$ cat src/rtl/axi_read_arbiter.sv
// Two-requester AXI4-Lite read-channel arbiter (m0 = imem fetch, m1 = dmem load)
// sharing one slave read port with a single outstanding transaction.
module axi_read_arbiter #(
    parameter bit ROUND_ROBIN = 1'b1
) (
    input  logic        clk,
    input  logic        reset,

    input  logic [31:0] m0_axi_araddr,
    input  logic [2:0]  m0_axi_arprot,
    input  logic        m0_axi_arvalid,
    output logic        m0_axi_arready,
    output logic [31:0] m0_axi_rdata,
    output logic [1:0]  m0_axi_rresp,
    output logic        m0_axi_rvalid,
    input  logic        m0_axi_rready,

    input  logic [31:0] m1_axi_araddr,
    input  logic [2:0]  m1_axi_arprot,
    input  logic        m1_axi_arvalid,
    output logic        m1_axi_arready,
    output logic [31:0] m1_axi_rdata,
    output logic [1:0]  m1_axi_rresp,
    output logic        m1_axi_rvalid,
    input  logic        m1_axi_rready,

    output logic [31:0] s_axi_araddr,
    output logic [2:0]  s_axi_arprot,
    output logic        s_axi_arvalid,
    input  logic        s_axi_arready,
    input  logic [31:0] s_axi_rdata,
    input  logic [1:0]  s_axi_rresp,
    input  logic        s_axi_rvalid,
    output logic        s_axi_rready
);

    typedef enum logic [1:0] {
        ST_IDLE = 2'd0,
        ST_ADDR = 2'd1,
        ST_DATA = 2'd2
    } state_e;

    state_e state_q;
    logic   grant_q;
    logic   last_q;

    logic   any_req_s;
    logic   granted_rready_s;
    logic   r_hs_s;

    // Winner among current requesters; 'last' is the most recently served master.
    function automatic logic pick_f(input logic v0, input logic v1, input logic last);
        logic p;
        if (v0 && v1) begin
            if (ROUND_ROBIN) begin
                p = ~last;
            end else begin
                p = 1'b1;
            end
        end else if (v1) begin
            p = 1'b1;
        end else begin
            p = 1'b0;
        end
        return p;
    endfunction

    // Request summary and the R handshake of the granted master.
    always_comb begin
        any_req_s        = m0_axi_arvalid | m1_axi_arvalid;
        granted_rready_s = grant_q ? m1_axi_rready : m0_axi_rready;
        r_hs_s           = (state_q == ST_DATA) && s_axi_rvalid && granted_rready_s;
    end

    // Transaction FSM; grant moves only in IDLE or on the R handshake.
    always_ff @(posedge clk or negedge reset) begin
        if (!reset) begin
            state_q <= ST_IDLE;
            grant_q <= 1'b0;
            last_q  <= 1'b1;
        end else begin
            case (state_q)
                ST_IDLE: begin
                    if (any_req_s) begin
                        grant_q <= pick_f(m0_axi_arvalid, m1_axi_arvalid, last_q);
                        state_q <= ST_ADDR;
                    end
                end
                ST_ADDR: begin
                    if (s_axi_arready) begin
                        state_q <= ST_DATA;
                    end
                end
                ST_DATA: begin
                    if (r_hs_s) begin
                        last_q <= grant_q;
                        // Back-to-back re-arbitration uses the just-served master as 'last'.
                        if (any_req_s) begin
                            grant_q <= pick_f(m0_axi_arvalid, m1_axi_arvalid, grant_q);
                            state_q <= ST_ADDR;
                        end else begin
                            state_q <= ST_IDLE;
                        end
                    end
                end
                default: begin
                    state_q <= ST_IDLE;
                end
            endcase
        end
    end

    // Output routing; everything is forced low while reset is held.
    always_comb begin
        s_axi_araddr   = 32'h0000_0000;
        s_axi_arprot   = 3'b000;
        s_axi_arvalid  = 1'b0;
        s_axi_rready   = 1'b0;
        m0_axi_arready = 1'b0;
        m1_axi_arready = 1'b0;
        m0_axi_rvalid  = 1'b0;
        m1_axi_rvalid  = 1'b0;
        m0_axi_rdata   = 32'h0000_0000;
        m1_axi_rdata   = 32'h0000_0000;
        m0_axi_rresp   = 2'b00;
        m1_axi_rresp   = 2'b00;
        if (!reset) begin
            s_axi_arvalid = 1'b0;
        end else begin
            s_axi_araddr = grant_q ? m1_axi_araddr : m0_axi_araddr;
            s_axi_arprot = grant_q ? m1_axi_arprot : m0_axi_arprot;
            m0_axi_rdata = s_axi_rdata;
            m1_axi_rdata = s_axi_rdata;
            m0_axi_rresp = s_axi_rresp;
            m1_axi_rresp = s_axi_rresp;
            case (state_q)
                ST_ADDR: begin
                    s_axi_arvalid  = 1'b1;
                    m0_axi_arready = ~grant_q & s_axi_arready;
                    m1_axi_arready =  grant_q & s_axi_arready;
                end
                ST_DATA: begin
                    s_axi_rready  = granted_rready_s;
                    m0_axi_rvalid = ~grant_q & s_axi_rvalid;
                    m1_axi_rvalid =  grant_q & s_axi_rvalid;
                end
                default: begin
                    s_axi_arvalid = 1'b0;
                end
            endcase
        end
    end

endmodule
$ cat config.mk
export PLATFORM = sky130hd
export DESIGN_NAME = axi_read_arbiter
export DESIGN_NICKNAME = d
export VERILOG_FILES = /design/src/rtl/axi_read_arbiter.sv
export SDC_FILE = /design/constraint.sdc
export NUM_CORES = 1
export LEC_CHECK = 0
export BUFFER_PORTS_ARGS = -buffer_cell sky130_fd_sc_hd__clkbuf_2
export CAP_MARGIN = 20
export CORE_AREA = 2 2 84 86
export DETAILED_ROUTE_END_ITERATION = 8
export DIE_AREA = 0 0 86 88
export GPL_ROUTABILITY_DRIVEN = 0
export GPL_TIMING_DRIVEN = 0
export SLEW_MARGIN = 20
export SYNTH_ARGS = -nofsm -noshare
export SYNTH_HDL_FRONTEND = slang
export SYNTH_SLANG_ARGS = --single-unit
$ cat constraint.sdc
create_clock -name clk -period 1.2 [get_ports clk]
set_input_delay 0.18 -clock clk [delete_from_list [all_inputs] [get_ports clk]]
set_output_delay 0.18 -clock clk [all_outputs]
set_load 0.02 [all_outputs]
After elaboration in Yosys (flattened, before gate mapping)
Cells that the tools add are included.

Muxes and demuxes: 31. Equal/unequal tests: 6. Bitwise logic cells: 7. Reduce and logical (&&, ||, !) cells: 8.

Operators with widths (number): 2-to-1 mux 32 bit (3); 2-to-1 mux 1 bit (20); 2-to-1 mux 2 bit (4); != test 2 bit, second input constant (4); 2-to-1 mux 3 bit (2); case mux 2 bit (3 select lines) (1); bitwise AND 1 bit (4); AND reduction 4 bit (1); logical AND 1 bit (3); AND reduction 3 bit (1); equality test 2 x 1 -> 1 bit, second input constant (1); equality test 2 bit, second input constant (1); logical NOT 2 bit (1); NOT 1 bit (2); case mux 1 bit (2 select lines) (1); AND reduction 2 bit (1); nonzero test 2 bit (1); OR 1 bit (1).

Word-level logic and storage cells: 55. Input bits: 112. Output and inout port bits: 109. Register bits: 4.

Longest topological paths before layout
Gate-level depths: netlist of run 1.

Depth in word-level cells: 5. Depth in mapped cells: 5. Depth with buffers taken out: 3.

Worst setup path after synthesis of run 1
No wires, ideal clock.

Path kind: reg2out. Start: register grant_q. End: output s_axi_araddr[0]. Data required time: 1.020 ns. Arrival: 1.052 ns. Buffers on the path: 2. Slack: -0.032 ns. Stages on the path, launching flop included: 5. Cell sequence: dfrtp_1 -> buf_6 -> buf_6 -> mux2i_1 -> nor2b_1.

Longest elaborated chain between the ends: 2.

Ends and longest elaborated chain: from (decl) (line 44) `logic grant_q;`; from (signal assigned) (line 85) `grant_q <= pick_f(m0_axi_arvalid, m1_axi_arvalid, last_q);`; from (signal assigned) (line 99) `grant_q <= pick_f(m0_axi_arvalid, m1_axi_arvalid, grant_q);`; 2-to-1 mux 32 bit (line 130) `s_axi_araddr = grant_q ? m1_axi_araddr : m0_axi_araddr;`; 2-to-1 mux 32 bit (line 127) `if (!reset) begin`; to (decl) (line 27) `output logic [31:0] s_axi_araddr,`.

Every way passes these cells.

Worst setup path in the final report of run 1
Start: register grant_q. End: output s_axi_araddr[1].

Same word-level chain as after synthesis.

==> reports/results.ini, run 1 <==
[run_status]
status=complete, but fails checks
failed_checks=negative setup slack

[timing]
max_freq_ghz=0.656
finalCriticalPeriod_ps=1520
rsz0062_at_grt=true
slew_viol_final=0
setup_viol=61
setup-tns-final_ps=-11540
fin_ws_ps=-324
finalCritPeriodShare=1.27
relSlewSlack=0.795
hold_violations=0
fin_worst_skew_ps=0.369
tightest_slew_ps=308

[worst_setup_path]
worst_r2r_endpoint=state_q[0]
path_depth=5
crit_path_top_delay_cell=dfrtp_1
path_delay_family=buffers and inverters
critical_path_class=register to output port
cp-startpoint=grant_q
start_kind=register
r2r-start=grant_q
r2r_setup_slack_ps=-50
critPathMaxStageDelay_ps=360
cp.arrival_ps=1340
cp-endpoint=s_axi_araddr[1]
cp_data_required_time_ps=1020
reg2reg_depth=5
end_kind=output port
path_buf_inv=3
crit_chain=buf_6 > buf_12 > mux2i_2 > nor2b_2 > clkbuf_8
crit_fanout=10

[logic_synthesis]
ys_warn_count=0
synthesis.area_mm2=0.00141
synth_fp_nets=298
ys_ff_latch=4
synth_ff_type=dfrtp_1
synth-seq-area-share=0.0717
netlist-cell-type-count=27
synth.area.top_cells=mux2i_1 (26%), buf_4 (18%), nor2b_1 (16%), and2_1 (15%), dfrtp_1 (5.3%)
synth_edf_count=0
synthArstFlopShare=1.00
synth.largest_area_cell=mux2i_1
synth_top_area_share=0.255
avgSynthCellArea_um2=7.59
syn_inst=186

[pwr]
worst_ir_drop_vdd_mv=1.16
p_sw_uw=1710
internal_power_uw=2080
seqPwrFrac=0.070
clkPwrFrac=0.081
power_leakage_uw=0.00196
swShare=0.451
powerDensity_mw_per_mm2=1110
comb_power_share=0.849

[global_route]
grt_use_total=0.158
grtUsageMet1=0.173
grt_max_degree=11
top_usage_layer=met2
grt_pass1_wl_um=9530
met2_usage=0.312
gr-total-overflow=0
gr-usage-met3=0.0254
grt_pass1_vias=1942
grt_antenna_before_repair=0

[floorplanning]
num_rows=30
initial_core_util=0.213
top_level_ports=221
die_height_um=88
dieArea_mm2=0.00757
coreArea_mm2=0.00664
die_w_um=86

[flow_run]
cap_violations=0

[final_layout]
postLayoutCellArea_mm2=0.00343
diodes=0
seq_area_um2=103
nets=523
multi_input_area_mm2=0.00117
fillCellCount=621
layout-drive-gt1-share=0.859
syn_to_final_growth_pct=143

[detailed_routing]
routed-via-count=2113
drc=0
post_drt_via_cell_ratio=4.31
ant_nets=0
firstDrtPassIters=4
dr.first_iter.drc_count=37
post_drt_wl_per_cell_um=14.1
wl_um=6930

[clocking]
htreeDepth=1
clkSlewWorstSetupHoldPaths_ps=30
cts_buffer_depth=2
numCtsBuffers=3
cts.sink_count=4
insertion_delay_ps=220
cts_root_buf=clkbuf_8
tritoncts=done

[worst_hold_path]
holdCritPathClass=input pin to register

[placed_design]
place_area_mm2=0.00271
place_hpwl_um=5280
port_buffers=220

==> worst min path at each step <==
stage	from	to	slack [ps]	cells past startpoint
2_1_floorplan	reset	grant_q	-120	0
3_3_place_gp	reset	state_q[0]	-5	1
3_5_place_dp	reset	state_q[0]	-0.7	1
4_1_cts	s_axi_arready	state_q[0]	290	3
5_1_grt	s_axi_arready	state_q[0]	310	3
6_report	s_axi_arready	state_q[0]	280	3
==> cell usage in the layout (no fill, tap or decap), drive strengths merged <==
cell type    count
clkbuf         189
buf             82
mux2i           36
nor2b           35
and2            34
nor2             8
a21oi            3
o21ai            3
dfrtp            3
nand2b           2
inv              2
nor3b            1
and4bb           1
nand3            1
nand2            1
nand3b           1
a41oi            1
nand4b           1
a22o             1
and3             1
o211a            1
a2bb2oi          1
dlygate4sd3      1
dfstp            1
==> timing repair <==
action | 4_1_cts | 5_1_grt
resized for setup | 115 | 95
pin swaps | 3 | 3
setup endpoints to repair | 109 | 73
hold buffers | 1 | 0
cloned | 4 | 0
hold endpoints to repair | 4 | 0
setup buffers | 7 | 4
==> registers in the layout, summed over array words and instances (netlist names) <==
signal / count
last_q: 1
grant_q: 1
state_q: 2
==> cell usage after synthesis (2+ instances only) <==
cell / number
mux2i_1: 36
nor2b_1: 35
and2_1: 34
buf_4: 34
nor2_1: 8
clkbuf_1: 7
buf_6: 5
a21oi_1: 3
dfrtp_1: 3
inv_1: 2
nand2b_1: 2
o21ai_0: 2
==> per-layer routing <==
metal,up-vias,part of all wire
met2,111,0.57
li1,1026,-
met5,-,0
met3,12,0.076
met4,0,0.019
met1,964,0.34
==> cell families after synthesis <==
logic type | after synthesis | synth area share
AND/OR/NAND/NOR | 86 | 0.372
buffers and inverters | 50 | 0.252
multiplexers | 36 | 0.255
AO/OA/AOI/OAI | 10 | 0.0496
flip-flops | 4 | 0.0717
==> power by group through the flow <==
stage,Combinational (µW),Clock [µW],Sequential [µW]
after floorplan,1950,0,236
after global placement,2630,0,251
after detailed placement,2670,0,252
after CTS,3040,305,257
after global routing,3430,325,273
final,3230,307,266
==> metrics by stage <==
stage / setup slack, ps / hold slack, ps / instances / total power [µW] / utilization
floorplan: -26.6 / -116 / 186 / 2190 / -
global placement: -372 / -4.90 / 486 / 2890 / 0.407
detailed placement: -386 / -0.716 / 486 / 2920 / 0.407
CTS: -297 / 290 / 500 / 3600 / 0.496
global route: -363 / 314 / 490 / 4030 / 0.517
finish: -324 / 281 / 490 / 3800 / 0.517
==> cell type report <==
class / instances / share of cell area
timing repair buffer: 235 / 0.480
multi-input combinational: 132 / 0.342
buffer: 33 / 0.103
sequential: 4 / 0.0299
tap: 80 / 0.0292
clock buffer: 4 / 0.0131
inverter: 2 / 0.00219
==> worst register-to-register path, stage by stage, from the launching register on <==
cell,delay (ps)
dfrtp_1,330
buf_6,140
mux2i_2,230
buf_4,150
o21ai_4,60
a22o_1,220
Note: power is estimated with default switching activity, not from simulation.
==> run 2: changes to the inputs <==
Settings changed: CELL_PAD_IN_SITES_DETAIL_PLACEMENT set to 1, CELL_PAD_IN_SITES_GLOBAL_PLACEMENT set to 1, CORE_AREA 2 2 84 86 to not set, CORE_ASPECT_RATIO set to 2, CORE_MARGIN set to 2, CORE_UTILIZATION set to 17, DIE_AREA 0 0 86 88 to not set, PLACE_DENSITY_LB_ADDON set to 0.1.
==> run 2 against run 1 <==
The flow still finishes with violations (negative setup slack). Combinational power rose by 11%. Via count rose by 2.7%. Critical path depth fell by 1. Non-clock buffer count fell by 3. Global-route usage rose by 0.15 points. Sequential share of layout area fell by 0.11 points. Core utilization fell by 8.1 points. Setup slack got worse by 13 ps. Clock power rose by 73%.
==> reports/results.ini, run 2 (synthesized netlist as in run 1, its figures left out) <==
[timing]
slew_viol_final=0  ; unchanged
finalCriticalPeriod_ps=1540  ; +13.3 ps
max_freq_ghz=0.650  ; -0.87%
relSlewSlack=0.809  ; +0.0144
hold_violations=0  ; unchanged
finalCritPeriodShare=1.28  ; +0.0111
tightest_slew_ps=286  ; -21.6 ps
fin_worst_skew_ps=3.28  ; +2.91 ps
setup_viol=44  ; -28%
rsz0062_at_grt=true
fin_ws_ps=-338  ; -13.3 ps

[final_layout]
final_cell_mix=clkbuf_2 (168), nor2b_2 (35), and2_4 (32)
finalCoreUtilization=0.436  ; -0.0808
largest_reg_flops=2  ; unchanged
fillCellCount=991  ; +60%
diodes=0  ; unchanged
layout-drive-gt1-share=0.885  ; +0.0260
regMostFlops=state_q
syn_to_final_growth_pct=152
nets=520  ; -0.57%
final_common_cell=clkbuf_2
fin_cells=505  ; +3.1%
reg_top3=state_q: 2 flops, grant_q: 1 flops, last_q: 1 flops

[run_status]
failed_checks=negative setup slack
status=complete, but fails checks

[worst_setup_path]
r2r-start=grant_q
cp-endpoint=s_axi_rready
crit_fanout=5  ; -5
reg2reg_depth=6  ; +1
cp-startpoint=grant_q
cp_data_required_time_ps=1020  ; about the same
end_kind=output port
r2r_setup_slack_ps=-150  ; -100 ps
start_kind=register
cp.arrival_ps=1360  ; +20 ps
critical_path_class=register to output port
worst_r2r_endpoint=state_q[0]

[clocking]
htreeDepth=1  ; unchanged
insertion_delay_ps=220  ; about the same
tritoncts=done
clkSlewWorstSetupHoldPaths_ps=30  ; about the same
numCtsBuffers=3  ; unchanged
cts_root_buf=clkbuf_16
cts.sink_count=4  ; unchanged
cts_buffer_depth=2  ; unchanged

[detailed_routing]
wl_um=7910  ; +14%
drc=0  ; unchanged
routed-via-count=2170  ; +2.7%
dr.first_iter.drc_count=22  ; -41%
post_drt_wl_per_cell_um=15.7  ; +11%
post_drt_via_cell_ratio=4.30  ; -0.35%
ant_nets=0  ; unchanged
firstDrtPassIters=3  ; -1

[worst_hold_path]
holdCritPathClass=input pin to register
worstHoldPathCells=3  ; unchanged

[placed_design]
place_hpwl_um=6570  ; +24%
post-place-ws_ps=-421  ; -35.3 ps
placed_cells=504  ; +3.7%
port_buffers=220  ; unchanged

[floorplanning]
num_rows=47  ; +57%
initial_core_util=0.173  ; -0.0398
coreArea_mm2=0.00817  ; +23%
top_level_ports=221  ; unchanged
die_height_um=133  ; +51%
die_w_um=68.5  ; -20%
dieArea_mm2=0.00910  ; +20%

[global_route]
grt_antenna_before_repair=0  ; unchanged
grt_pass1_vias=2221  ; +14%
grt_pass1_wl_um=11200  ; +17%
grt_max_degree=11  ; unchanged
gr-total-overflow=0  ; unchanged
grt_use_total=0.160  ; +0.00154

[pwr]
worst_ir_drop_vdd_mv=0.621  ; -47%
powerDensity_mw_per_mm2=1240  ; +12%
finalPower_uw=4400  ; +16%
power_leakage_uw=0.00196  ; +0.14%

[flow_run]
cap_violations=0  ; unchanged

==> run 2: changes by cell type in the layout (fill, tap and decap cells not counted), moves of 2 or more <==
cell,delta
and2_4,-2
nor2_2,+2
clkbuf_2,-7
clkbuf_8,+22
buf_6,-3
mux2i_2,+4
buf_4,+9
nor2_1,-2
clkbuf_4,-2
buf_8,-27
mux2i_4,+5
mux2i_1,-9
and2_1,+2
clkbuf_16,+5
==> run 2: metrics by stage <==
step / TNS (ps) / area, µm² / hold slack, ps
after floorplan: -53.2 / 1510 / -116
after global placement: -33770 / 2730 / -5.45
after detailed placement: -35260 / 2730 / -3.88
after CTS: -12350 / 3280 / 303
after global routing: -15220 / 3560 / 320
final: -12300 / 3560 / 299
==> run 2: area by class of cell <==
type	instances	area, µm²	share of cell area
buffer	30	325	0.0913
clock buffer	4	78.8	0.0221
inverter	2	7.51	0.00211
multi-input combinational	132	1260	0.354
sequential	4	103	0.0288
tap	98	123	0.0344
timing repair buffer	235	1670	0.468
==> run 2: timing repair <==
item                                   4_1_cts  5_1_grt
hold buffers                                 1        0
setup endpoints to repair                  109       60
pin swaps                                   20        3
endpoints found under the hold margin        4        0
buffers inserted                             6        2
resized for setup                          120      106
gates cloned                                 6        0
==> run 2: power by group <==
| group | switching (µW) | internal, µW | total (µW) |
|---|---|---|---|
| Sequential | 68.3 | 202 | 270 |
| Clock | 92.9 | 439 | 532 |
| Combinational | 1680 | 1920 | 3600 |
==> run 2: routing by layer <==
layer | vias up | part of all wire | global-route usage
li1 | 1016 | - | -
met1 | 1008 | 0.26 | 0.133
met2 | 134 | 0.62 | 0.341
met3 | 12 | 0.10 | 0.0298
met4 | 0 | 0.019 | 0.0400
met5 | - | 0 | 0
==> run 2: how the worst min path moves through the flow <==
stage	startpoint	end	slack, ps
floorplan	reset	grant_q	-120
global route	s_axi_arready	state_q[0]	320
CTS	s_axi_arready	state_q[0]	300
detailed placement	reset	state_q[0]	-4
finish	s_axi_arready	state_q[0]	300
global placement	reset	state_q[0]	-5
==> run 2: critical path: stages (launching register included) <==
cell and delay [ps]:
dfrtp_1 330, buf_6 160, mux2i_4 240, and4bb_2 270, buf_8 130
==> run 3: changes to the inputs <==
Settings changed: CORE_MARGIN 2 to not set, RECOVER_POWER set to 25.
==> run 3 against run 2 <==
The flow still finishes with violations (negative setup slack). Power increased by 1.4%. Die area decreased by 4.4%. Register-to-register slack improved by 90 ps. Setup slack gained 13 ps. Critical endpoint is now s_axi_araddr[2]. Largest cell class unchanged. Largest power group unchanged.
==> reports/results.ini, run 3 (synthesized netlist as in run 1, its figures left out) <==
[clocking]
htreeDepth=1  ; unchanged
cts_buffer_depth=2  ; unchanged
tritoncts=done
cts.sink_count=4  ; unchanged
numCtsBuffers=3  ; unchanged
cts_root_buf=clkbuf_16
insertion_delay_ps=220  ; about the same
clkSlewWorstSetupHoldPaths_ps=30  ; about the same

[placed_design]
place_hpwl_um=6370  ; -3.0%
place_area_mm2=0.00273  ; about the same
post-place-ws_ps=-454  ; -32.2 ps
port_buffers=220  ; unchanged

[run_status]
failed_checks=negative setup slack
status=complete, but fails checks

[final_layout]
multi_input_area_mm2=0.00127  ; +0.50%
final_cell_mix=clkbuf_2 (163), buf_4 (38), nor2b_2 (35)
regMostFlops=state_q
final_common_cell=clkbuf_2
syn_to_final_growth_pct=161
largest_reg_flops=2  ; unchanged
postLayoutCellArea_mm2=0.00368  ; +3.4%
diodes=0  ; unchanged
seq_area_um2=104  ; +1.2%
fillCellCount=979  ; -1.2%
nets=533  ; +2.5%
reg_top3=state_q: 2 flops, grant_q: 1 flops, last_q: 1 flops
layout-drive-gt1-share=0.888  ; +0.00357

[pwr]
powerDensity_mw_per_mm2=1210  ; -1.9%
power_leakage_uw=0.00203  ; +3.6%
worst_ir_drop_vdd_mv=1.04  ; +67%

[floorplanning]
num_rows=46  ; -2.1%
top_level_ports=221  ; unchanged
dieArea_mm2=0.00870  ; -4.4%
coreArea_mm2=0.00800  ; -2.1%
die_height_um=131  ; -1.5%
die_w_um=66.5  ; -2.9%
initial_core_util=0.177  ; +0.00376

[timing]
slew_viol_final=0  ; unchanged
tightest_slew_ps=312  ; +26.0 ps
rsz0062_at_grt=true
hold_violations=0  ; unchanged
finalCriticalPeriod_ps=1520  ; -13.5 ps
finalCritPeriodShare=1.27  ; -0.0112
setup_viol=111  ; +150%
max_freq_ghz=0.656  ; +0.88%
relSlewSlack=0.792  ; -0.0173
fin_worst_skew_ps=2.62  ; -0.658 ps
setup-tns-final_ps=-17060  ; -4750 ps
fin_ws_ps=-324  ; +13.5 ps

[worst_setup_path]
crit_path_top_delay_cell=dfrtp_1
path_common_cell=buf_6
path_delay_family=buffers and inverters
critical_path_class=register to output port
path_buf_inv=3  ; +1
reg2reg_depth=5  ; -1
end_kind=output port
start_kind=register
r2r-start=grant_q
r2r_setup_slack_ps=-60  ; +90 ps
crit_fanout=10  ; +5
crit_chain=buf_6 > buf_12 > mux2i_4 > nor2b_2 > buf_6
cp.arrival_ps=1340  ; -20 ps
cp_data_required_time_ps=1020  ; about the same
worst_r2r_endpoint=state_q[0]
critPathMaxStageDelay_ps=360  ; +30 ps

[global_route]
grt_pass1_wl_um=10600  ; -4.9%
gr-total-overflow=0  ; unchanged
grt_antenna_before_repair=0  ; unchanged
grt_pass1_vias=2198  ; -1.0%
grt_use_total=0.161  ; +0.00157
grt_max_degree=11  ; unchanged

[detailed_routing]
dr.first_iter.drc_count=13  ; -41%
firstDrtPassIters=4  ; +1
route.met2.wl_um=5170  ; +5.4%
wl_met1_um=2110  ; +3.1%
ant_nets=0  ; unchanged
wl_um=8000  ; +1.1%
drc=0  ; unchanged
top_layer_used=met4
post_drt_via_cell_ratio=4.24  ; -1.2%
wl_met3_um=592  ; -27%
post_drt_wl_per_cell_um=15.5  ; -1.1%
routed-via-count=2190  ; +0.92%

[worst_hold_path]
worstHoldPathCells=3  ; unchanged
worstHoldStart=s_axi_arready
holdCritPathClass=input pin to register
hold_end=state_q[1]

[flow_run]
cap_violations=0  ; unchanged

## run 3: report_power, final
part / switching (µW) / leakage [µW] / total (µW) / internal (µW)
Sequential: 84.2 / 0.0000440 / 289 / 205
Combinational: 1670 / 0.00195 / 3630 / 1960
Clock: 98.2 / 0.0000382 / 537 / 439
Total: 1860 / 0.00203 / 4460 / 2600
## run 3: what timing repair did
action                                 in CTS  in global routing
setup buffers                               6                  0
cloned                                      6                  0
hold buffers                                1                  0
pin swaps                                   4                  1
endpoints found under the hold margin       4                  0
setup endpoints to repair                 109                 70
resized for setup                         119                120
## run 3: stage by stage
| step | hold slack (ps) | power (µW) | std cells | util |
|---|---|---|---|---|
| floorplan | -116 | 2190 | 186 | - |
| global placement | -1.56 | 2930 | 502 | 0.341 |
| detailed placement | -0.0293 | 2970 | 502 | 0.341 |
| CTS | 289 | 3960 | 517 | 0.427 |
| global route | 292 | 4690 | 516 | 0.460 |
| finish | 276 | 4460 | 516 | 0.460 |
## run 3: per-layer routing
layer | GRT usage | vias to the layer above
met5 | 0 | -
met4 | 0.0363 | 0
met3 | 0.0234 | 8
met2 | 0.378 | 128
met1 | 0.122 | 1011
li1 | - | 1043
## run 3: worst register-to-register path, delay by kind of cell, from the launching register on
family,cells,cell delay (ps)
buffers and inverters,2,300
multiplexers,1,240
flip-flops,1,330
AO/OA/AOI/OAI,2,270
## run 3: worst max-delay path by stage
stage,cells past startpoint,slack [ps],endpoint,from
after floorplan,4,-30,m0_axi_arready,grant_q
after global placement,6,-430,m1_axi_rdata[17],reset
after detailed placement,6,-450,m1_axi_rdata[17],reset
after CTS,4,-320,s_axi_rready,grant_q
after global routing,5,-360,s_axi_araddr[20],grant_q
final,5,-320,s_axi_araddr[2],grant_q
## run 3: cell type report
type                            instances  share of cell area
Timing Repair Buffer                  233               0.451
Multi-Input combinational cell        132               0.344
Buffer                                 45               0.121
Tap cell                               96              0.0326
Sequential cell                         4              0.0282
Clock buffer                            4              0.0214
Inverter                                2             0.00204
